$ cat config.mk
export PLATFORM = sky130hd
export DESIGN_NAME = pc_update_sequencer
export DESIGN_NICKNAME = d
export VERILOG_FILES = /design/src/rtl/pc_update_sequencer.sv
export SDC_FILE = /design/constraint.sdc
export NUM_CORES = 1
export LEC_CHECK = 0
export CAP_MARGIN = 30
export CELL_PAD_IN_SITES_DETAIL_PLACEMENT = 1
export CELL_PAD_IN_SITES_GLOBAL_PLACEMENT = 1
export CORE_MARGIN = 2
export CORE_UTILIZATION = 30
export CTS_CLUSTER_SIZE = 12
export DETAILED_ROUTE_END_ITERATION = 8
export MAX_ROUTING_LAYER = met4
export PLACE_DENSITY = 0.68
export SYNTH_ARGS = -nofsm -noshare
export SYNTH_HDL_FRONTEND = slang
export SYNTH_SLANG_ARGS = --single-unit
$ cat constraint.sdc
create_clock -name clk -period 2.15 [get_ports clk]
set_input_delay 0.3225 -clock clk [delete_from_list [all_inputs] [get_ports clk]]
set_output_delay 0.3225 -clock clk [all_outputs]
set_load 0.01 [all_outputs]
$ cat src/rtl/pc_update_sequencer.sv
// PC-update sequencer: turns one control request per instruction into PC/EPC write
// strobes, and walks the multi-cycle exception entry (save EPC, read vector, load PC).
module pc_update_sequencer #(
    parameter int MEM_LAT = 2
) (
    input  logic       clk,
    input  logic       reset,
    input  logic       start,
    input  logic [1:0] req_kind,
    input  logic       branch_taken,
    input  logic       exc_opcode,
    input  logic       exc_overflow,
    input  logic       exc_div0,
    output logic [1:0] pc_src_sel,
    output logic       pc_write,
    output logic       epc_write,
    output logic [1:0] vec_sel,
    output logic       mem_rd,
    output logic [1:0] exc_cause,
    output logic       busy,
    output logic       done
);

    typedef enum logic [2:0] {
        IDLE,
        ISSUE,
        EXC_EPC,
        EXC_WAIT,
        EXC_LOAD
    } state_t;

    localparam logic [1:0] SEL_VECTOR = 2'b00;
    localparam logic [1:0] SEL_EPC    = 2'b01;
    localparam logic [1:0] SEL_ALU    = 2'b10;
    localparam logic [1:0] SEL_JUMP   = 2'b11;

    localparam logic [1:0] KIND_SEQ    = 2'b00;
    localparam logic [1:0] KIND_BRANCH = 2'b01;
    localparam logic [1:0] KIND_JUMP   = 2'b10;
    localparam logic [1:0] KIND_ERET   = 2'b11;

    localparam logic [3:0] WAIT_INIT = 4'(MEM_LAT - 1);

    state_t     state, state_next;
    logic [1:0] kind;
    logic       taken;
    logic [3:0] wait_cnt;
    logic [1:0] start_cause;

    // Fixed priority: opcode beats overflow beats div0.
    always_comb begin
        if (exc_opcode)
            start_cause = 2'b01;
        else if (exc_overflow)
            start_cause = 2'b10;
        else if (exc_div0)
            start_cause = 2'b11;
        else
            start_cause = 2'b00;
    end

    // NOTE: sequential state uses non-blocking assignments so every register
    // samples the pre-edge values of its neighbours, independent of block order.
    always_ff @(posedge clk) begin
        if (reset)
            state <= IDLE;
        else
            state <= state_next;
    end

    // exc_cause persists across normal requests; only a new exception or reset changes it.
    always_ff @(posedge clk) begin
        if (reset) begin
            kind      <= KIND_SEQ;
            taken     <= 1'b0;
            exc_cause <= 2'b00;
            wait_cnt  <= 4'd0;
        end else begin
            if (state == IDLE && start) begin
                if (start_cause != 2'b00) begin
                    exc_cause <= start_cause;
                end else begin
                    kind  <= req_kind;
                    taken <= branch_taken;
                end
            end
            if (state == EXC_EPC)
                wait_cnt <= WAIT_INIT;
            else if (state == EXC_WAIT && wait_cnt != 4'd0)
                wait_cnt <= wait_cnt - 4'd1;
        end
    end

    always_comb begin
        // NOTE: a default for every combinational output up front means no path
        // through the case can leave a value unassigned and infer a latch.
        state_next = state;
        case (state)
            IDLE: begin
                if (start)
                    state_next = (start_cause != 2'b00) ? EXC_EPC : ISSUE;
            end
            ISSUE:    state_next = IDLE;
            EXC_EPC:  state_next = EXC_WAIT;
            EXC_WAIT: begin
                if (wait_cnt == 4'd0)
                    state_next = EXC_LOAD;
            end
            EXC_LOAD: state_next = IDLE;
            default:  state_next = IDLE;
        endcase
    end

    always_comb begin
        pc_src_sel = SEL_ALU;
        pc_write   = 1'b0;
        epc_write  = 1'b0;
        vec_sel    = 2'b00;
        mem_rd     = 1'b0;
        busy       = (state != IDLE);
        done       = 1'b0;
        case (state)
            ISSUE: begin
                done = 1'b1;
                case (kind)
                    KIND_SEQ:    begin pc_src_sel = SEL_ALU;  pc_write = 1'b1;  end
                    KIND_BRANCH: begin pc_src_sel = SEL_ALU;  pc_write = taken; end
                    KIND_JUMP:   begin pc_src_sel = SEL_JUMP; pc_write = 1'b1;  end
                    KIND_ERET:   begin pc_src_sel = SEL_EPC;  pc_write = 1'b1;  end
                    default:     pc_src_sel = SEL_ALU;
                endcase
            end
            EXC_EPC: begin
                epc_write = 1'b1;
                vec_sel   = exc_cause;
                mem_rd    = 1'b1;
            end
            EXC_WAIT: begin
                vec_sel = exc_cause;
                mem_rd  = 1'b1;
            end
            EXC_LOAD: begin
                pc_src_sel = SEL_VECTOR;
                pc_write   = 1'b1;
                vec_sel    = exc_cause;
                done       = 1'b1;
            end
            default: ;
        endcase
    end

endmodule

Word-level counts from Yosys, hierarchy flattened. Cells that the tools add are included.

Register bits: 12. Latch bits: 0. RAM bits: 0. Memory bits (read-only): 0. Output and inout bits: 11. Word-level logic and storage cells: 52. Memories kept: 0.

$add $sub $neg: 1. $mul: 0. Div/mod/pow operators: 0. $lt $le $gt $ge: 0. Eq/ne operators: 9. Shift operators: 0. Multiplexer cells: 17. Bitwise logic cells: 1. Reduce and logical (&&, ||, !) cells: 18.

Operators by type and width (count): $mux W2 (5); $pmux W3 S3 (1); $reduce_or A2 Y1 (4); $eq A3 B2 Y1 const B (2); $mux W3 (2); $pmux W2 S3 (1); $reduce_and A2 Y1 (3); $reduce_or A3 Y1 (2); $mux W1 (5); $eq A2 B2 Y1 const B (2); $logic_not A4 Y1 (1); $pmux W1 S2 (2); $pmux W2 S2 (1); $reduce_bool A2 Y1 (2); $reduce_bool A4 Y1 (1); $sub A4 B1 Y4 const B (1); $eq A3 B1 Y1 const B (1); $eq A3 B3 Y1 const B (1); $logic_not A3 Y1 (1); $reduce_bool A3 Y1 (1); $eq A2 B1 Y1 const B (1); $logic_and A1 B1 Y1 (2); $logic_not A2 Y1 (1); $ne A2 B1 Y1 const B (1); other kinds (2) (2).

Depth between registers and ports, before layout.
Depth after elaboration: 7. Mapped depth: 5.

Worst setup path before layout. OpenSTA, ideal clock, no wires.

Path type: reg2out. Start: reg state[1]. End: out vec_sel[0]. Arrival: 1.194 ns. Required time: 1.827 ns. Slack: 0.634 ns. Stages on the path, launching flop included: 5. Path buffers: 1. Cell sequence: dfxtp_1 > buf_2 > nor2b_1 > o21bai_1 > and2_1.

Longest elaborated chain between the ends: 3. Elaborated cells on any way between the ends: 5. Classes of those cells: eq/ne (3); mux (1); reduce/logical (1).

RTL lines: start, declared (line 44) `state_t state, state_next;`; start signal, assigned (line 68) `state <= state_next;`; $eq A3 B2 Y1 or $eq A3 B3 Y1 (tied branches) (line 122) `case (state)`; $reduce_or A3 Y1 (no source line) *; $mux W2 * (line 122); end, declared (line 17) `output logic [1:0] vec_sel,`.

Every way passes the cells marked *; elsewhere a longest branch is shown, timed or not.

Final worst setup path.
Start: reg state[0]. End: out pc_write.

Longest elaborated chain between the ends: 2. Elaborated cells on any way between the ends: 3. Classes of those cells: eq/ne (2); mux (1).

RTL lines: $eq A3 B3 Y1 or $eq A3 B1 Y1 (tied branches) (line 122); $pmux W1 S2 * (line 122); end, declared (line 15) `output logic pc_write,`.

Marks and branches as above.

==> reports/metrics.cfg <==
[outcome]
status = finished, final reports clean

[synth]
synth_edf_count = 0
syn_nets = 87
async_flop_share_pct = 0
synth_common_cells = 12 x dfxtp_1, 8 x a21oi_1, 7 x inv_1
syn-mean-instance-area_um2 = 8.94
synthCells = 77
yosysWarnings = 0
synth_most_common_cell = dfxtp_1
synthTopCellsByArea = dfxtp_1 35%, a21oi_1 5.8%, nand2b_1 4.5%
synth-seq-cells = 12
synth_top_area_share_pct = 34.9
synth.largest_area_cell = dfxtp_1
seq_area_frac_synth_pct = 34.9
synth_flop_cell = dfxtp_1
syn_area_um2 = 688
synth.distinct_cells = 32

[route]
vias = 668
avgViaCountPerCell = 5.18
drcViolationCount = 0
totalWireLength_um = 1750
wl_per_cell_um = 13.5
first_pass_iters = 4
ant_nets = 0
drt_iter0_markers = 2

[sta]
final_hold_viol_count = 0
finalSetupViolations = 0
skew_ps = 3.24
slew_headroom_pct = 59.4
rsz0062_at_grt = false
whs_ps = 493
slew_viol_final = 0
fmax_ghz = 0.489
fin_ws_ps = 104
post-route-min-period_ps = 2050
setup_tns_ps = 0
max_slew.worst_pin.slew_ps = 608
min_period_over_period_pct = 95.1

[final_layout]
syn2layout_area_growth_pct = 43.1
diodes = 0
design_area_um2 = 985
fin_cells = 129
num-nets-final = 112
final_util_pct = 44.9
drive_above_1_share_pct = 19.8

[clock_tree]
cts.path.max_buffers = 2
clk_latency_ps = 280
htree_levels = 1
cts_num_sinks = 12
cts-root-buf = clkbuf_4
cts_tree = yes
hold_buffers = 0
numCtsBuffers = 3
post_cts_buffers = 0
path_clk_slew_ps = 80

[placement]
dp.cells = 125
pre_cts_ws_ps = 193
gp_congestion = 0.692
portBuffers = 19
hpwl_um = 1380
placed_cell_area_um2 = 927

[grt]
grt_pass1_wl_um = 2990
grt_antenna_before_repair = 0
grt_pass1_vias = 669
grt_overflow = 0
grt_usage_pct = 15.6
grt_max_degree = 12

[setup_path]
r2r_start = wait_cnt[1]
reg2reg_slack_ps = 450
cp-end-kind = primary output
crit_path_cell_trace = nor2b_4 -> o21ai_0 -> a21oi_1 -> clkdlybuf4s50_1
max_stage_delay_ps = 540
cp.arrival_ps = 1720
worstReg2RegEnd = wait_cnt[1]
path_max_fanout = 7
reg2reg_depth = 5
cpMaxStageDelayCell = clkdlybuf4s50_1
cp-start-kind = flop
critPathRequiredTime_ps = 1830
path_class = reg2out

[die]
start_util_pct = 31.4
ios = 20
fp.dieW_um = 51.9
dieArea_um2 = 2690
die_h_um = 51.9
core_area_um2 = 2190
rows = 17

[min_path]
hold_depth = 2
hold_end = exc_cause[1]
hold_start = exc_cause[1]
holdCritPathClass = reg2reg

[power_and_ir_drop]
p_leak_nw = 0.378
p_per_area_nw_per_um2 = 573
ir_worst_vdd_uv = 271
p_total_uw = 564

[flow_run]
maxCapViolCount = 0

## cells in the final DEF (no fill, tap or decap), types with 2 or more instances in the layout
master and count:
a211oi_1 4, nand2b_1 4, o21ai_0 3, nor3_1 2
a21oi_1 8, or2_2 2, inv_1 7, and2_1 3
a31o_1 3, nor3b_1 3, clkbuf_4 3, or3_1 3
dfxtp_2 2, clkdlybuf4s50_1 19, buf_4 3, nor2_1 2
dfxtp_1 9
## worst max-delay path: cells and delay by family (launching register included)
kind | cells | cell delay [ps]
flops | 1 | 450
compound gates | 2 | 240
simple gates | 1 | 210
buf+inv | 1 | 540
## registers in the layout, summed over array words and instances, names as in the netlist
name       flops
wait_cnt       4
state          3
exc_cause      2
kind           2
taken          1
## cells by family (layout without fill, tap and decap cells)
logic type	after synthesis	in the layout	synth area share [%]
compound gates	25	25	25.6
fa+ha+maj	1	1	1.82
buf+inv	9	33	5.09
flops	12	12	34.9
simple gates	30	30	32.5
## final cells by class
cell class / instances / area [µm²]
tap: 28 / 35.0
sequential: 12 / 246
fill: 272 / 1210
inverter: 7 / 26.3
multi-input combinational: 56 / 428
clock buffer: 4 / 36.3
timing repair buffer: 22 / 213
## worst max-delay path by stage
stage	cells past startpoint	slack, ps	startpoint	to
global route	4	20	state[0]	pc_write
floorplan	4	630	state[1]	vec_sel[0]
CTS	4	50	state[1]	vec_sel[1]
detailed placement	4	190	state[0]	pc_write
finish	4	100	state[0]	pc_write
global placement	4	270	state[0]	pc_write
## metal layers
metal  routed length, µm  global-route usage [%]
met4                  24                    5.26
met5                   0                       -
met1                 787                    19.4
met2                 876                    25.1
met3                  59                    3.45
## power breakdown
part           leakage (nW)  internal [mW]  switching [mW]
clock network        0.0210          0.103          0.0831
logic                 0.258         0.0740          0.0575
registers            0.0993          0.232          0.0138
## what timing repair did
| item | in CTS | in global routing |
|---|---|---|
| resized for setup | 3 | 4 |
| endpoints found under the setup margin | 6 | 3 |
| pin swaps | 0 | 1 |
No activity file was read; power rests on OpenSTA's default activity.
